## src/rtl/multi_debounce_counter_pkg.sv

```systemverilog
// multi_debounce_counter_pkg: shared mode encodings and counter-increment helper
package multi_debounce_counter_pkg;
  typedef enum logic [1:0] {
    MODE_NONE = 2'b00,
    MODE_RISE = 2'b01,
    MODE_FALL = 2'b10,
    MODE_BOTH = 2'b11
  } mode_e;

  // Increment a w-bit value held in 32 bits, either wrapping or holding at all-ones
  function automatic logic [31:0] cnt_inc(input logic [31:0] v, input int w, input bit sat);
    logic [31:0] ones;
    ones = (32'h1 << w) - 32'h1;
    return (sat && v == ones) ? v : ((v + 32'h1) & ones);
  endfunction
endpackage

```

## src/rtl/multi_debounce_counter_db_channel.sv

```systemverilog
// db_channel: one-channel synchroniser, stable-time filter, level/ticks and raw-edge detect
module db_channel
  import multi_debounce_counter_pkg::*;
#(
  parameter int unsigned DB_CYCLES = 500000,
  parameter int unsigned DB_W      = 20,
  parameter bit          RST_LEVEL = 1'b1
) (
  input  logic clk,
  input  logic clr_n,
  input  logic din,
  output logic level,
  output logic rise_tick,
  output logic fall_tick,
  output logic raw_rise,
  output logic raw_fall
);
  localparam logic [DB_W-1:0] LAST = DB_W'(DB_CYCLES - 1);
  logic sync1_q, s_q, s_prev_q, level_q, rise_q, fall_q;
  logic [DB_W-1:0] cnt_q, cnt_d;
  logic differ, done;
  assign differ = s_q != level_q;
  assign done   = differ && cnt_q == LAST;
  assign cnt_d  = (differ && !done) ? cnt_q + 1'b1 : '0;
  always_ff @(posedge clk or negedge clr_n) begin
    if (!clr_n) begin
      sync1_q  <= RST_LEVEL;
      s_q      <= RST_LEVEL;
      s_prev_q <= RST_LEVEL;
      level_q  <= RST_LEVEL;
      cnt_q    <= '0;
      rise_q   <= 1'b0;
      fall_q   <= 1'b0;
    end else begin
      sync1_q  <= din;
      s_q      <= sync1_q;
      s_prev_q <= s_q;
      cnt_q    <= cnt_d;
      level_q  <= done ? s_q : level_q;
      rise_q   <= done && s_q;
      fall_q   <= done && !s_q;
    end
  end
  assign level     = level_q;
  assign rise_tick = rise_q;
  assign fall_tick = fall_q;
  // Raw edges are seen while s differs from its delayed copy, i.e. for one cycle
  assign raw_rise  = s_q & ~s_prev_q;
  assign raw_fall  = ~s_q & s_prev_q;
endmodule

```

## src/rtl/multi_debounce_counter.sv

```systemverilog
// multi_debounce_counter: N-channel debouncer with per-channel debounced and raw edge counters
module multi_debounce_counter
  import multi_debounce_counter_pkg::*;
#(
  parameter int unsigned N_CH      = 4,
  parameter int unsigned DB_CYCLES = 500000,
  parameter int unsigned DB_W      = 20,
  parameter int unsigned CNT_W     = 8,
  parameter bit          SAT       = 1'b0,
  parameter bit          RST_LEVEL = 1'b1
) (
  input  logic                    clk,
  input  logic                    clr_n,
  input  logic [N_CH-1:0]         din,
  input  logic [2*N_CH-1:0]       mode,
  input  logic                    cnt_clr,
  output logic [N_CH-1:0]         level,
  output logic [N_CH-1:0]         rise_tick,
  output logic [N_CH-1:0]         fall_tick,
  output logic [N_CH*CNT_W-1:0]   db_count,
  output logic [N_CH*CNT_W-1:0]   raw_count
);
  for (genvar g = 0; g < N_CH; g++) begin : g_ch
    mode_e m;
    logic rise_sel, fall_sel, raw_rise, raw_fall, db_inc, raw_inc;
    logic [CNT_W-1:0] db_q, db_d, raw_q, raw_d;
    db_channel #(.DB_CYCLES(DB_CYCLES), .DB_W(DB_W), .RST_LEVEL(RST_LEVEL)) u_ch (
      .clk       (clk),
      .clr_n     (clr_n),
      .din       (din[g]),
      .level     (level[g]),
      .rise_tick (rise_tick[g]),
      .fall_tick (fall_tick[g]),
      .raw_rise  (raw_rise),
      .raw_fall  (raw_fall)
    );
    assign m        = mode_e'(mode[2*g +: 2]);
    assign rise_sel = m == MODE_RISE || m == MODE_BOTH;
    assign fall_sel = m == MODE_FALL || m == MODE_BOTH;
    assign db_inc   = (rise_tick[g] && rise_sel) || (fall_tick[g] && fall_sel);
    assign raw_inc  = (raw_rise && rise_sel) || (raw_fall && fall_sel);
    // Clear beats a simultaneous increment
    assign db_d  = cnt_clr ? '0 : db_inc ? CNT_W'(cnt_inc(32'(db_q), CNT_W, SAT)) : db_q;
    assign raw_d = cnt_clr ? '0 : raw_inc ? CNT_W'(cnt_inc(32'(raw_q), CNT_W, SAT)) : raw_q;
    always_ff @(posedge clk or negedge clr_n) begin
      if (!clr_n) begin
        db_q  <= '0;
        raw_q <= '0;
      end else begin
        db_q  <= db_d;
        raw_q <= raw_d;
      end
    end
    assign db_count[g*CNT_W +: CNT_W]  = db_q;
    assign raw_count[g*CNT_W +: CNT_W] = raw_q;
  end
endmodule
```

## config.mk

```make
export PLATFORM = sky130hd
export DESIGN_NAME = multi_debounce_counter
export DESIGN_NICKNAME = d
export VERILOG_FILES = /design/src/rtl/multi_debounce_counter_pkg.sv /design/src/rtl/multi_debounce_counter_db_channel.sv /design/src/rtl/multi_debounce_counter.sv
export SDC_FILE = /design/constraint.sdc
export NUM_CORES = 1
export LEC_CHECK = 0
export BUFFER_PORTS_ARGS = -buffer_cell sky130_fd_sc_hd__buf_2
export CORE_MARGIN = 2
export CORE_UTILIZATION = 53
export DETAILED_ROUTE_END_ITERATION = 12
export HOLD_SLACK_MARGIN = 0.03
export MAX_ROUTING_LAYER = met4
export PLACE_DENSITY = 0.76
export SLEW_MARGIN = 25
export SYNTH_ARGS = -nofsm -noshare
export SYNTH_HDL_FRONTEND = slang
export SYNTH_SLANG_ARGS = --single-unit
```

## constraint.sdc

```tcl
create_clock -name clk -period 1.8 [get_ports clk]
set_input_delay 0.36 -clock clk [delete_from_list [all_inputs] [get_ports clk]]
set_output_delay 0.36 -clock clk [all_outputs]
set_load 0.1 [all_outputs]
```

==> flow_summary.json <==
{
  "cp.required_ps": 2140,
  "die_h_um": 127,
  "yosysMostFrequentCell": "dfrtp_1",
  "num_rows": 44,
  "r2r-start": "g_ch[1].u_ch.cnt_q[3]",
  "comb_power_share_pct": 5.4,
  "switching_share_pct": 21.0,
  "cp.arrival_ps": 2120,
  "min_path_cells": 0,
  "fmax_ghz": 0.562,
  "fin_nets": 999,
  "period_minus_slack_ps": 1780,
  "critPathLaunch": "g_ch[1].u_ch.cnt_q[3]",
  "wl_per_cell_um": 14.8,
  "ys_seq_area_share_pct": 52.7,
  "cts_buffers": 17,
  "drc": 0,
  "core_um2": 14600,
  "htree_num_levels": 4,
  "synthesis.nets": 821,
  "max_stage_delay_ps": 590,
  "place_hpwl_um": 11600,
  "p_sw_mw": 1.81,
  "cp_slowest_cell": "or4_4",
  "grt_overflow": 0,
  "yosysTopAreaCell": "dfrtp_1",
  "worst_setup_path_start_kind": "register",
  "async_flop_share_pct": 100,
  "worstMarginPinSlew_ps": 559,
  "drive_gt1_share_pct": 32.1,
  "io_buffer_count": 90,
  "cp_cell_sequence": "nand3_2, or4_4, or4b_1, a21oi_1",
  "criticalPathCategory": "register to register",
  "ys_top_cells_by_count": "dfrtp_1, nor2_1, xnor2_1",
  "max_cap_violations": 0,
  "start_util_pct": 54.8,
  "first_pass_iters": 5,
  "dieWidth_um": 127,
  "skew_ps": 7.89,
  "pwr-share-clk_pct": 49.5,
  "worst_slew_margin_rel_pct": 61.8,
  "globalplace.congestion": 0.850,
  "syn2layout_area_growth_pct": 28.2,
  "final_cells": 1169,
  "netlist_instances": 794,
  "ys_top_cells_by_area": "dfrtp_1, xnor2_1, nor2_1",
  "placed_cells": 1119,
  "postSynthAreaPerCell_um2": 10.1,
  "clk_pin_slew_ps": 60,
  "reg2reg_depth": 4,
  "diodes": 0,
  "clock_path_buffers": 2,
  "grt_max_degree": 65,
  "cts_tree": "done",
  "cts.sinks": 168,
  "grt_pass1_vias": 6410,
  "critPathMaxFanout": 7,
  "internal_power_mw": 6.81,
  "vdd_drop_max_mv": 0.617,
  "timing.final.crit_share_pct": 98.8,
  "fillers": 1063,
  "pwr-share-seq_pct": 45.1,
  "power.density_nw_per_um2": 838,
  "grt_usage_pct": 23.1,
  "antenna_found_initial": 0,
  "yosysWarnings": 0,
  "report.final.slew_viol_count": 0,
  "synth-seq-cells": 168,
  "grt_first_pass_wirelength_um": 29600,
  "drt_iter0_markers": 313,
  "status": "completed",
  "hold_viol": 0,
  "hp-class": "register to register",
  "synth-edff-count": 0,
  "rsz0062_at_grt": "yes",
  "wirelength_um": 17300,
  "io_pins": 91,
  "syn_area_um2": 8020,
  "netlist-cell-type-count": 41,
  "synth_ff_type": "dfrtp_1",
  "routed-via-count": 6446,
  "postLayoutCoreUtil_pct": 70.2,
  "hp-start": "g_ch[1].u_ch.sync1_q",
  "clk_latency_ps": 420,
  "p_leak_nw": 4.34,
  "vias_per_cell": 5.51,
  "end_kind": "register",
  "ant_nets": 0,
  "synth_top_area_share_pct": 47.4,
  "setup_violations": 0,
  "fp.dieArea_um2": 16100,
  "ctsRootBufferMaster": "clkbuf_16"
}
path summary, 6_finish.rpt:
check | slack, ps | end
hold / removal | 360 | g_ch[1].u_ch.s_q
setup reg to reg | 20 | g_ch[1].u_ch.cnt_q[19]
setup / recovery | 20 | g_ch[1].u_ch.cnt_q[19]
hold reg to reg | 360 | g_ch[1].u_ch.s_q
max in group asynchronous | 700 | g_ch[3].u_ch.s_prev_q
min in group asynchronous | 460 | g_ch[1].raw_q[6]
metrics by stage:
step	power [mW]	TNS, ps	area (µm²)	hold slack, ps	setup WS [ps]
global placement	4.40	-36.9	9280	347	-36.9
floorplan	4.18	-501	8110	64.4	-154
finish	8.62	0	10300	357	20.9
global route	8.91	-143	10300	360	-53.6
detailed placement	4.40	-257	9280	349	-114
CTS	8.70	0	10100	346	2.42
critical path, delay by kind of cell, from the launching register on:
| family | cells | cell delay (ps) |
|---|---|---|
| AND/OR/NAND/NOR | 3 | 1170 |
| flip-flops | 1 | 400 |
| AO/OA/AOI/OAI | 1 | 140 |
registers in the layout, summed over array words and instances, names as in the netlist:
register and cells:
g_ch.db_q 32, g_ch.raw_q 32, g_ch.u_ch.cnt_q 80, g_ch.u_ch.fall_tick 4
g_ch.u_ch.level 4, g_ch.u_ch.rise_tick 4, g_ch.u_ch.s_prev_q 4, g_ch.u_ch.s_q 4
g_ch.u_ch.sync1_q 4
layer usage:
metal,GRT usage [%],vias to the layer above,routed length (µm)
li1,-,3135,-
met1,28.4,3194,7770
met3,5.49,14,585
met2,39.3,103,8760
met5,-,-,0
met4,4.65,0,142
cell type report:
class	count	area, µm²	share of cell area, %
clock inverters	11	243	2.36
repair buffers	187	1260	12.3
inverters	31	116	1.13
flip-flops and latches	168	4280	41.6
clock buffers	21	460	4.48
multi-input cells	567	3690	35.9
well taps	184	230	2.24
logic make-up (layout without fill, tap and decap cells):
| logic type | after synthesis | in the layout | share of synthesized area, % |
|---|---|---|---|
| compound gates | 98 | 98 | 7.94 |
| xor+xnor | 105 | 105 | 11.5 |
| fa+ha+maj | 12 | 12 | 1.87 |
| buf+inv | 59 | 250 | 3.38 |
| flops | 168 | 168 | 52.7 |
| mux | 4 | 4 | 0.561 |
| simple gates | 348 | 348 | 22.1 |
what timing repair did:
action,in CTS,in global routing
hold endpoints to repair,47,0
gates cloned,0,0
hold buffers,5,0
pin swaps,1,8
endpoints found under the setup margin,15,61
resized for setup,11,27
buffers inserted,0,13
layout by cell type, fill, tap and decap left out, types with 11 or more instances in the layout:
cell type	synthesis	final
a211oi_1	16	16
nor2_1	119	119
inv_1	31	31
or3_1	17	14
dfrtp_2	0	41
nand3_1	40	37
dfrtp_1	152	111
nor4_1	15	11
buf_2	4	85
buf_4	12	89
nand2_1	53	53
dfstp_2	16	16
xor2_1	22	22
nor3_1	17	17
clkbuf_16	0	17
o21ai_0	14	12
xnor2_1	83	83
a21oi_1	38	33
nand4_1	26	26
power by group through the flow:
stage               logic, mW  registers (mW)  clock network, mW
finish                  0.465            3.89               4.27
global route            0.518            3.89               4.50
CTS                     0.462            3.89               4.35
detailed placement      0.450            3.95                  0
global placement        0.446            3.95                  0
floorplan               0.134            4.04                  0
(Power assumes the default switching activity.)
